### src/rtl/key_filter.sv
// Push-button front end: two-flop synchroniser, debounce FSM, press/release pulses and debounced level.
// Optional KEY_LONG_PRESS_EN adds a saturating hold counter that fires long_flag once per press.
module key_filter #(
  parameter int CNT_MAX  = 1_000_000,
  parameter int LONG_MAX = 50_000_000,
  parameter int CNT_W    = 26
) (
  input  logic clk,
  input  logic rst,
  input  logic key_in,
  output logic key_flag,
  output logic rel_flag,
  output logic key_state,
  output logic long_flag
);

  // state     | meaning
  // IDLE      | key released and stable
  // PRESS_FLT | key seen low, waiting CNT_MAX stable cycles
  // DOWN      | key confirmed pressed
  // REL_FLT   | key seen high, waiting CNT_MAX stable cycles
  typedef enum logic [1:0] {
    IDLE      = 2'd0,
    PRESS_FLT = 2'd1,
    DOWN      = 2'd2,
    REL_FLT   = 2'd3
  } state_t;

  localparam logic [CNT_W-1:0] CNT_LAST = CNT_W'(CNT_MAX - 1);

  if (CNT_MAX < 2 || LONG_MAX <= CNT_MAX) begin : g_bad_param
    $error("key_filter: CNT_MAX must be >= 2 and LONG_MAX must exceed CNT_MAX");
  end

  logic             key_s1_q, key_s1_d;
  logic             key_s2_q, key_s2_d;
  state_t           state_q, state_d;
  logic [CNT_W-1:0] cnt_q, cnt_d;
  logic             key_flag_q, key_flag_d;
  logic             rel_flag_q, rel_flag_d;
  logic             key_state_q, key_state_d;
  logic             long_clr;

  always_comb begin
    key_s1_d    = key_in;
    key_s2_d    = key_s1_q;
    state_d     = state_q;
    cnt_d       = cnt_q;
    key_flag_d  = 1'b0;
    rel_flag_d  = 1'b0;
    key_state_d = key_state_q;
    long_clr    = 1'b0;
    case (state_q)
      IDLE: begin
        cnt_d = '0;
        if (!key_s2_q) begin
          state_d = PRESS_FLT;
        end
      end
      PRESS_FLT: begin
        if (key_s2_q) begin
          state_d = IDLE;
          cnt_d   = '0;
        end else if (cnt_q == CNT_LAST) begin
          state_d     = DOWN;
          cnt_d       = '0;
          key_flag_d  = 1'b1;
          key_state_d = 1'b1;
          long_clr    = 1'b1;
        end else begin
          cnt_d = cnt_q + 1'b1;
        end
      end
      DOWN: begin
        cnt_d = '0;
        if (key_s2_q) begin
          state_d = REL_FLT;
        end
      end
      REL_FLT: begin
        // A bounce back low returns to DOWN silently; the hold count keeps running.
        if (!key_s2_q) begin
          state_d = DOWN;
          cnt_d   = '0;
        end else if (cnt_q == CNT_LAST) begin
          state_d     = IDLE;
          cnt_d       = '0;
          rel_flag_d  = 1'b1;
          key_state_d = 1'b0;
        end else begin
          cnt_d = cnt_q + 1'b1;
        end
      end
      default: begin
        state_d = IDLE;
        cnt_d   = '0;
      end
    endcase
  end

  always_ff @(posedge clk) begin
    if (rst) begin
      key_s1_q    <= 1'b1;
      key_s2_q    <= 1'b1;
      state_q     <= IDLE;
      cnt_q       <= '0;
      key_flag_q  <= 1'b0;
      rel_flag_q  <= 1'b0;
      key_state_q <= 1'b0;
    end else begin
      key_s1_q    <= key_s1_d;
      key_s2_q    <= key_s2_d;
      state_q     <= state_d;
      cnt_q       <= cnt_d;
      key_flag_q  <= key_flag_d;
      rel_flag_q  <= rel_flag_d;
      key_state_q <= key_state_d;
    end
  end

  assign key_flag  = key_flag_q;
  assign rel_flag  = rel_flag_q;
  assign key_state = key_state_q;

`ifdef KEY_LONG_PRESS_EN
  localparam logic [CNT_W-1:0] LONG_LAST = CNT_W'(LONG_MAX - 1);
  localparam logic [CNT_W-1:0] LONG_SAT  = CNT_W'(LONG_MAX);

  logic [CNT_W-1:0] long_cnt_q, long_cnt_d;
  logic             long_flag_q, long_flag_d;

  // Parking the count at LONG_MAX (one past the fire point) makes the pulse one-shot.
  always_comb begin
    long_cnt_d  = long_cnt_q;
    long_flag_d = 1'b0;
    if (state_q == IDLE || long_clr) begin
      long_cnt_d = '0;
    end else if (state_q == DOWN || state_q == REL_FLT) begin
      if (long_cnt_q == LONG_LAST) begin
        long_cnt_d  = LONG_SAT;
        long_flag_d = !rel_flag_d;
      end else if (long_cnt_q < LONG_LAST) begin
        long_cnt_d = long_cnt_q + 1'b1;
      end
    end
  end

  always_ff @(posedge clk) begin
    if (rst) begin
      long_cnt_q  <= '0;
      long_flag_q <= 1'b0;
    end else begin
      long_cnt_q  <= long_cnt_d;
      long_flag_q <= long_flag_d;
    end
  end

  assign long_flag = long_flag_q;
`else
  assign long_flag = 1'b0;
`endif

endmodule

### config.mk
export PLATFORM = sky130hd
export DESIGN_NAME = key_filter
export DESIGN_NICKNAME = d
export VERILOG_FILES = /design/src/rtl/key_filter.sv
export SDC_FILE = /design/constraint.sdc
export NUM_CORES = 1
export LEC_CHECK = 0
export CAP_MARGIN = 20
export CORE_MARGIN = 5
export CORE_UTILIZATION = 50
export DETAILED_ROUTE_END_ITERATION = 8
export GPL_TIMING_DRIVEN = 0
export HOLD_SLACK_MARGIN = 0.02
export PLACE_DENSITY_LB_ADDON = 0.25
export SYNTH_ARGS = -nofsm -noshare
export SYNTH_HDL_FRONTEND = slang
export SYNTH_SLANG_ARGS = --single-unit
### constraint.sdc
create_clock -name clk -period 2.1 [get_ports clk]
set_clock_uncertainty 0.05 [all_clocks]
set_input_delay 0.525 -clock clk [delete_from_list [all_inputs] [get_ports clk]]
set_output_delay 0.525 -clock clk [all_outputs]
set_load 0.005 [all_outputs]
==> results.toml, run 1 <==
[timing]
hold_viol = 0
timing.hold.ws_ps = 366
max_freq_mhz = 535
layout_min_cycle_time_ps = 1870
finalSetupViolations = 0
layout_setup_ws_ps = 230
finalSetupTns_ps = 0
fin_crit_sh_pct = 89.1
slew_violations = 0
rsz0062_at_grt = "no"

[clocking]
clock-sinks = 33
clock_latency_ps = 330
numCtsBuffers = 5
cts-resized-gates = 0
clk_pin_slew_ps = 90
htreeDepth = 2
cts_tree = "built"
root_buffer = "clkbuf_4"
clockBufferDepth = 2

[synthesis]
ys_seq_area_share_pct = 42.0
synth_edf_count = 0
syn_inst = 170
synth_nets = 174
synth_top_cell_by_area = "dfxtp_1"
synth_area_leaders = "dfxtp_1 42%, xor2_1 5.6%, and4_1 3.9%, a21oi_1 3.8%, nor2_1 3.8%"
synthArstFlopShare_pct = 0
ys_ff_latch = 33
ys.flop_type = "dfxtp_1"
synth_warnings = 0
synth_area_per_cell_um2 = 9.26
yosysTopAreaCellShare_pct = 42.0
synthDistinctLibCells = 35
syn-cell-area_mm2 = 0.00157

[floorplanning]
fp.dieW_um = 66.1
dieArea_mm2 = 0.00437
initial_core_util_pct = 52.0
fp.coreArea_mm2 = 0.00303
fp.dieH_um = 66.1
io_pins = 7
rows = 20

[routing]
viasPerCell = 5.48
dr.first_iter.drc_count = 96
ant_nets = 0
first_pass_iters = 4
wl_mm = 3.02
vias = 1249
routedWlPerCell_um = 13.3
drc_errors = 0

[worst_setup_path]
cp_num_cells = 5
cp_max_fo = 10
critPathRequiredTime_ps = 2280
path_cells = "nor4_2 -> nand4_2 -> o31ai_4 -> buf_6 -> nor2_1"
cp-end-kind = "register"
startpoint = "cnt_q[12]$_SDFF_PP0_"
crit-reg2reg-launch = "cnt_q[12]$_SDFF_PP0_"
worstReg2RegEnd = "cnt_q[8]$_SDFF_PP0_"
crit_arrival_ps = 2050
rr_worst_depth = 5
max_stage_delay_ps = 470
critPathBufInv = 1
path_class = "register to register"
crit_path_top_delay_cell = "o31ai_4"
start_kind = "register"
endpoint = "cnt_q[8]$_SDFF_PP0_"
r2r_slack_ps = 230
cp_top_family = "simple AND/OR/NAND/NOR gates"

[job]
drv_cap = 0

[worst_hold_path]
hold_depth = 1
hold_path_class = "register to register"
hp-start = "key_s1_q$_SDFF_PP1_"

[place]
place_area_mm2 = 0.00168
placed_cells = 219
dp_slack_ps = 88.5
dp_hpwl_mm = 2.14
portBuffers = 5
place_congestion = 0.767

[status]
outcome = "finished, final reports clean"

[pwr]
power-per-cell-area_mw_per_mm2 = 578
ir_drop_mv = 0.429
leakage_nw = 0.570

[cells_and_area]
final_cell_count_no_fill = 228
antenna_cells = 0
multi_input_area_um2 = 823
fin_nets = 188
finalInstanceArea_mm2 = 0.00175
area_growth_pct = 11.1
register_area_um2 = 661
drive_gt1_share_pct = 17.4
n_fill_cell = 268

[global_route]
grt_pass1_vias = 1238
grt_overflow = 0
grtUsageTotal_pct = 15.9
grt_pass1_wl_mm = 5.31
grt_max_degree = 11
grt_antenna_before_repair = 0
==> worst min-delay path by stage <==
stage                                to  slack, ps
finish              key_s2_q$_SDFF_PP1_        370
detailed placement  key_s2_q$_SDFF_PP1_        340
CTS                 key_s2_q$_SDFF_PP1_        370
floorplan           key_s2_q$_SDFF_PP1_        340
global route        key_s2_q$_SDFF_PP1_        380
global placement    key_s2_q$_SDFF_PP1_        340
==> kinds of logic (layout without fill, tap and decap cells) <==
group                    after synthesis  count (layout)  share of synthesized area [%]
XOR/XNOR                              13              13                           7.23
AND/OR/NAND/NOR                       78              78                           32.5
AO/OA/AOI/OAI                         30              30                           11.5
flip-flops                            33              33                           42.0
buffers and inverters                 14              28                           5.72
other                                  1               1                          0.238
adder cells (fa/ha/maj)                1               1                          0.795
==> final cells by class <==
| cell class | instances | share of cell area [%] |
|---|---|---|
| buffer | 9 | 4.08 |
| sequential | 33 | 37.8 |
| inverter | 5 | 1.07 |
| tap | 44 | 3.15 |
| clock buffer | 7 | 3.15 |
| timing repair buffer | 7 | 3.72 |
| multi-input combinational | 123 | 47.1 |
==> registers in the layout, indices dropped and copies added, names as in the netlist, named ones only <==
name and count:
state_q 1, key_s2_q 1, key_flag 1, rel_flag 1, cnt_q 26, key_state 1, key_s1_q 1
==> placed cells by master (no fill, tap or decap), types with 3 or more instances in the layout <==
master	synthesis	layout
buf_6	3	3
or4_1	3	3
clkdlybuf4s50_1	0	5
nand2_1	9	9
inv_1	5	5
nand4_1	5	5
a21oi_1	12	12
xnor2_1	3	3
or3_1	9	9
nor2_1	16	16
buf_2	3	3
nand4_2	4	4
and2_1	3	3
clkbuf_4	0	5
xor2_1	10	10
dfxtp_1	33	33
o21ai_0	11	11
nand3_1	8	8
and3_1	3	3
buf_4	3	5
and4_1	7	7
==> cell usage after synthesis, types with 4 or more instances <==
cell / n
a21oi_1: 12
nand4_2: 4
inv_1: 5
or3_1: 9
nor2_1: 16
dfxtp_1: 33
nand4_1: 5
o21ai_0: 11
xor2_1: 10
nand3_1: 8
nand2_1: 9
and4_1: 7
==> per-layer routing <==
layer	global-route usage, %	routed length, um	vias to the layer above
met5	0	0	-
met4	7.87	68	0
met3	4.08	77	8
met2	26.8	1440	9
met1	18.5	1440	597
li1	-	-	635
==> metrics by stage <==
stage	utilization (%)	total power [mW]
4_1_cts	57.3	1.02
2_1_floorplan	-	0.654
5_1_grt	57.8	1.06
3_5_place_dp	55.5	0.664
3_3_place_gp	55.5	0.664
6_report	57.8	1.01
==> power breakdown <==
part	total, mW	switching (mW)	internal [mW]
combinational	0.0175	0.00647	0.0111
sequential	0.633	0.00305	0.629
clock	0.361	0.203	0.158
total	1.01	0.213	0.798
==> what timing repair did <==
action,in CTS,in global routing
hold buffers,0,0
endpoints found under the hold margin,0,0
setup buffers,0,2
endpoints found under the setup margin,0,20
Power figures use the tool's default switching activity.
==> run 2, diff against run 1 <==
- SKIP_CTS_REPAIR_TIMING: unset -> 1
==> results of run 2 <==
Final layout, timing and power as in run 1 (identical DEF).
